--- src/rtl/lfsr_gen.sv ---
// Fibonacci LFSR with single-step advance, counted burst engine (busy/done) and XOR-folded output.
// Optional all-zero recovery enabled by defining LFSR_LOCKUP_GUARD_EN.
module lfsr_gen #(
  parameter int               WIDTH = 32,
  parameter logic [WIDTH-1:0] TAPS  = 32'h40001064,
  parameter logic [WIDTH-1:0] SEED  = 32'h00000001,
  parameter int               OUT_W = 8,
  parameter int               CNT_W = 8
) (
  input  logic             clk,
  input  logic             rst,
  input  logic             ld_lfsr,
  input  logic [WIDTH-1:0] ld_val,
  input  logic             step,
  input  logic             burst_start,
  input  logic [CNT_W-1:0] burst_len,
  output logic             busy,
  output logic             done,
  output logic [WIDTH-1:0] lfsr_val,
  output logic [OUT_W-1:0] rnd_out,
  output logic             lockup
);

  typedef enum logic [1:0] {ST_IDLE, ST_RUN, ST_DONE} state_t;

  state_t           r_state;
  state_t           w_state_nxt;
  logic [CNT_W-1:0] r_cnt;
  logic [CNT_W-1:0] w_cnt_nxt;
  logic [WIDTH-1:0] r_lfsr;
  logic [WIDTH-1:0] w_lfsr_nxt;
  logic [WIDTH-1:0] w_shift;
  logic             w_adv;
  logic [OUT_W-1:0] w_rnd;

  assign w_shift = {r_lfsr[WIDTH-2:0], ^(r_lfsr & TAPS)};

  always_comb begin
    w_state_nxt = r_state;
    w_cnt_nxt   = r_cnt;
    w_adv       = 1'b0;
    case (r_state)
      ST_IDLE: begin
        // A load in the same cycle takes precedence over burst acceptance and step.
        if (!ld_lfsr) begin
          if (burst_start) begin
            if (burst_len != '0) begin
              w_cnt_nxt   = burst_len;
              w_state_nxt = ST_RUN;
            end else begin
              w_state_nxt = ST_DONE;
            end
          end else if (step) begin
            w_adv = 1'b1;
          end
        end
      end
      ST_RUN: begin
        if (ld_lfsr) begin
          w_cnt_nxt   = '0;
          w_state_nxt = ST_IDLE;
        end else begin
          w_adv     = 1'b1;
          w_cnt_nxt = r_cnt - CNT_W'(1);
          if (r_cnt == CNT_W'(1)) w_state_nxt = ST_DONE;
        end
      end
      ST_DONE: w_state_nxt = ST_IDLE;
      default: w_state_nxt = ST_IDLE;
    endcase
  end

`ifdef LFSR_LOCKUP_GUARD_EN
  logic w_zero;
  logic r_lockup;

  assign w_zero = (r_lfsr == '0);

  // Zero state reloads SEED on any non-load edge; burst bookkeeping is unaffected.
  always_comb begin
    w_lfsr_nxt = r_lfsr;
    if (ld_lfsr)    w_lfsr_nxt = ld_val;
    else if (w_zero) w_lfsr_nxt = SEED;
    else if (w_adv)  w_lfsr_nxt = w_shift;
  end

  always_ff @(posedge clk) begin
    if (rst) r_lockup <= 1'b0;
    else     r_lockup <= !ld_lfsr && w_zero;
  end

  assign lockup = r_lockup;
`else
  always_comb begin
    w_lfsr_nxt = r_lfsr;
    if (ld_lfsr)    w_lfsr_nxt = ld_val;
    else if (w_adv) w_lfsr_nxt = w_shift;
  end

  assign lockup = 1'b0;
`endif

  always_ff @(posedge clk) begin
    if (rst) begin
      r_state <= ST_IDLE;
      r_cnt   <= '0;
      r_lfsr  <= SEED;
    end else begin
      r_state <= w_state_nxt;
      r_cnt   <= w_cnt_nxt;
      r_lfsr  <= w_lfsr_nxt;
    end
  end

  always_comb begin
    w_rnd = '0;
    for (int j = 0; j < WIDTH / OUT_W; j++) w_rnd = w_rnd ^ r_lfsr[j*OUT_W +: OUT_W];
  end

  assign busy     = (r_state == ST_RUN);
  assign done     = (r_state == ST_DONE);
  assign lfsr_val = r_lfsr;
  assign rnd_out  = w_rnd;

endmodule
--- config.mk ---
export PLATFORM = sky130hd
export DESIGN_NAME = lfsr_gen
export DESIGN_NICKNAME = d
export VERILOG_FILES = /design/src/rtl/lfsr_gen.sv
export SDC_FILE = /design/constraint.sdc
export NUM_CORES = 1
export LEC_CHECK = 0
export BUFFER_PORTS_ARGS = -buffer_cell sky130_fd_sc_hd__buf_4
export CORE_AREA = 3 3 57 99
export CTS_BUF_LIST = sky130_fd_sc_hd__clkbuf_8 sky130_fd_sc_hd__clkbuf_16
export CTS_CLUSTER_SIZE = 20
export DETAILED_ROUTE_END_ITERATION = 8
export DIE_AREA = 0 0 60 102
export PLACE_DENSITY_LB_ADDON = 0.12
export RECOVER_POWER = 50
export SETUP_SLACK_MARGIN = 0.02
export SYNTH_ARGS = -nofsm -noshare
export SYNTH_HDL_FRONTEND = slang
export SYNTH_SLANG_ARGS = --single-unit
--- constraint.sdc ---
create_clock -name clk -period 2 [get_ports clk]
set_input_delay 0.1 -clock clk [delete_from_list [all_inputs] [get_ports clk]]
set_output_delay 0.1 -clock clk [all_outputs]
set_load 0.05 [all_outputs]
==> results_dict.tcl <==
set metrics [dict create \
    status "completed" \
    critPathKind "reg2reg" \
    clockBufferDepth 2 \
    post-dp-hpwl_um 5154 \
    synth-compound-area-share_pct 18.61 \
    cts-root-buf "clkbuf_8" \
    fp.dieH_um 102 \
    antennaDiodeCount 0 \
    cts_tree "done" \
    reg2reg_depth 5 \
    grtUsageMet1_pct 27.17 \
    die_area_mm2 0.006120 \
    synthTopCellsByArea "dfxtp_1, mux2i_1, a211oi_1" \
    syn2layout_area_growth_pct 27.37 \
    end_kind "flip-flop" \
    postRouteAntennaNets 0 \
    post_cts_resized 0 \
    ys_ff_latch 42 \
    grt_max_degree 40 \
    rows 34 \
    nets 389 \
    grt_usage_pct 23.43 \
    core_mm2 0.004935 \
    synthSimpleGateAreaFrac_pct 16.42 \
    p_seq_share_pct 37.5 \
    grt_remaining_overflow 0 \
    drc 0 \
    power_switching_mw 1.144 \
    cts_max_level 2 \
    power.leakage_nw 1.267 \
    finalSetupTns_ns 0 \
    setup_slack_ns 0.2924 \
    yosysTopAreaCellShare_pct 35.04 \
    drive_above_1_share_pct 22.45 \
    grt_pass1_vias 2304 \
    clock-sinks 42 \
    synth_edf_count 0 \
    use_met3_pct 3.540 \
    vdd_drop_max_mv 0.7400 \
    gp_congestion 0.9275 \
    yosys.area_share.adder_pct 1.043 \
    pre_cts_slack_ns 0.3161 \
    period_share_pct 85.38 \
    crit_required_ns 2.15 \
    yosysWarnings 0 \
    syn_area_mm2 0.002400 \
    fmax_mhz 585.6 \
    hold_path_class "in2reg" \
    power_density_mw_per_mm2 884.2 \
    start_util_pct 48.63 \
    fin_crit_ns 1.708 \
    pin_count 88 \
    async_reset_ff_share_pct 0 \
    clk_pin_slew_ns 0.08 \
    pwr-share-clk_pct 20.8 \
    busiest_layer "met2" \
    numCtsBuffers 5 \
    regToRegSetupSlack_ns 0.29 \
    drt_first_pass_iters 4 \
    synth_cells 262 \
    antenna_found_initial 0 \
    synth_ff_type "dfxtp_1" \
    hold_path.startpoint "rst" \
    routed_wirelength_um 6877 \
    die_width_um 60 \
    rsz0062_at_grt "false" \
    max_slew_margin_pct 53.33 \
    worstPathArrival_ns 1.85 \
    synth_top_family_by_area "compound AO/OA/AOI/OAI gates" \
    yosys.area_share.xor_xnor_pct 10.43 \
    clk_latency_ns 0.29 \
    yosysSeqAreaShare_pct 35.04 \
    hold_path_depth 2 \
    ys_types 45 \
    p_comb_share_pct 41.7 \
    hold_violations 0 \
    num_vias 2311 \
    tightest_slew_ns 0.7001 \
    critPathMaxFanout 15 \
    setup_viol 0 \
    swShare_pct 42.32 \
    grt_pass1_wl_um 10940 \
    crit_path_start_kind "flip-flop" \
    synth.avg_cell_area_um2 9.160 \
    p_int_mw 1.559 \
    port_buffers 86 \
    synth_area_leader_cell "dfxtp_1" \
    drtIter0Drc 130 \
    holdPathEnd "r_cnt[7]" \
    wl_per_cell_um 17.32 \
    ctsHoldBuffers 0 \
    maxSlewViolCount 0 \
    max-cap-violations 0 \
    muxShareOfSynthArea_pct 13.35 \
    postCtsSetupBuffers 0 \
    r2r_start "r_state[0]" \
    finClkSkew_ns 0.007927 \
    synthesis.nets 309 \
    via_per_inst 5.821 \
    grt_use_met2_pct 40.33 \
    r2r-end "lfsr_val[5]" \
]
-- state kept, by name, indices dropped and copies added (netlist names) --
name,flops
lfsr_val,32
r_cnt,8
r_state,2
-- cell usage in the layout (no fill, tap or decap), types with 2 or more instances in the layout --
master and instances:
a211oi_1 33, a21oi_1 5, a221oi_2 2, a31oi_1 3, buf_4 61, clkbuf_1 34
clkbuf_8 6, dfxtp_1 42, ha_1 2, inv_1 7, mux2i_1 32, nand2_1 3
nand2b_1 4, nand3_1 3, nor2_1 8, nor3_1 34, nor3b_1 2, nor4_1 2
nor4b_1 2, o21ai_1 3, o31ai_1 2, or3_1 3, or4_4 2, xnor2_1 18
xor2_1 8
-- cell type report --
class | count | area [um^2]
clock inverter | 2 | 8.758
multi-input combinational | 191 | 1444
sequential | 42 | 840.8
clock buffer | 6 | 82.58
inverter | 6 | 22.52
tap | 54 | 67.56
fill | 496 | 1878
timing repair buffer | 96 | 590.6
-- through the flow --
step	area (um^2)	util, %	hold WS (ns)	cells	total power, mW
floorplan	2400	-	0.2328	262	1.832
global placement	3095	62.73	0.3310	389	2.212
detailed placement	3095	62.73	0.3317	389	2.216
CTS	3187	64.58	0.01696	397	2.772
global route	3057	61.94	0.01776	397	2.822
finish	3057	61.94	0.02914	397	2.703
-- cell usage after synthesis (2+ instances only) --
cell,instances
nor4_1,2
mux2i_1,32
a211oi_1,33
buf_2,5
ha_1,2
o21ai_1,3
xor2_1,8
nor2_1,8
o31ai_1,2
or3_1,3
a31oi_1,3
nor4b_1,2
nand2_1,3
nor3_1,34
nand3_1,3
or4_4,2
xnor2_1,18
dfxtp_1,42
a221oi_2,2
buf_1,5
clkbuf_1,12
a21oi_1,6
nand2b_1,4
nor3b_1,2
inv_1,6
-- worst max-delay path: stages, from the launching register on --
cell	delay [ns]
dfxtp_1	0.42
inv_1	0.11
a21oi_2	0.17
or2_0	0.15
clkbuf_1	0.55
a211oi_1	0.16
-- worst max path at each step --
stage	startpoint	end	slack [ns]	cells past startpoint
2_1_floorplan	lfsr_val[30]	rnd_out[6]	0.17	2
3_5_place_dp	burst_len[7]	r_cnt[7]	0.32	5
6_report	r_state[0]	lfsr_val[5]	0.29	5
3_3_place_gp	burst_len[7]	r_cnt[7]	0.33	5
5_1_grt	r_state[0]	lfsr_val[8]	0.11	5
4_1_cts	r_state[1]	busy	0.33	4
-- kinds of logic after synthesis --
group / count (synthesis)
flip-flops: 42
XOR/XNOR: 27
multiplexers: 32
AO/OA/AOI/OAI: 58
other: 1
AND/OR/NAND/NOR: 71
adder cells (fa/ha/maj): 2
buffers and inverters: 29
-- layer usage --
metal,up-vias,wire [um]
li1,1135,-
met4,0,184
met2,82,3687
met3,14,390
met1,1080,2615
met5,-,0
-- power groups by stage --
stage,Combinational (mW),Clock (mW),Sequential [mW]
floorplan,0.609,0,1.22
global placement,1.18,0,1.03
detailed placement,1.18,0,1.04
CTS,1.18,0.571,1.02
global route,1.19,0.604,1.03
finish,1.13,0.563,1.01
No activity file was read; power rests on OpenSTA's default activity.
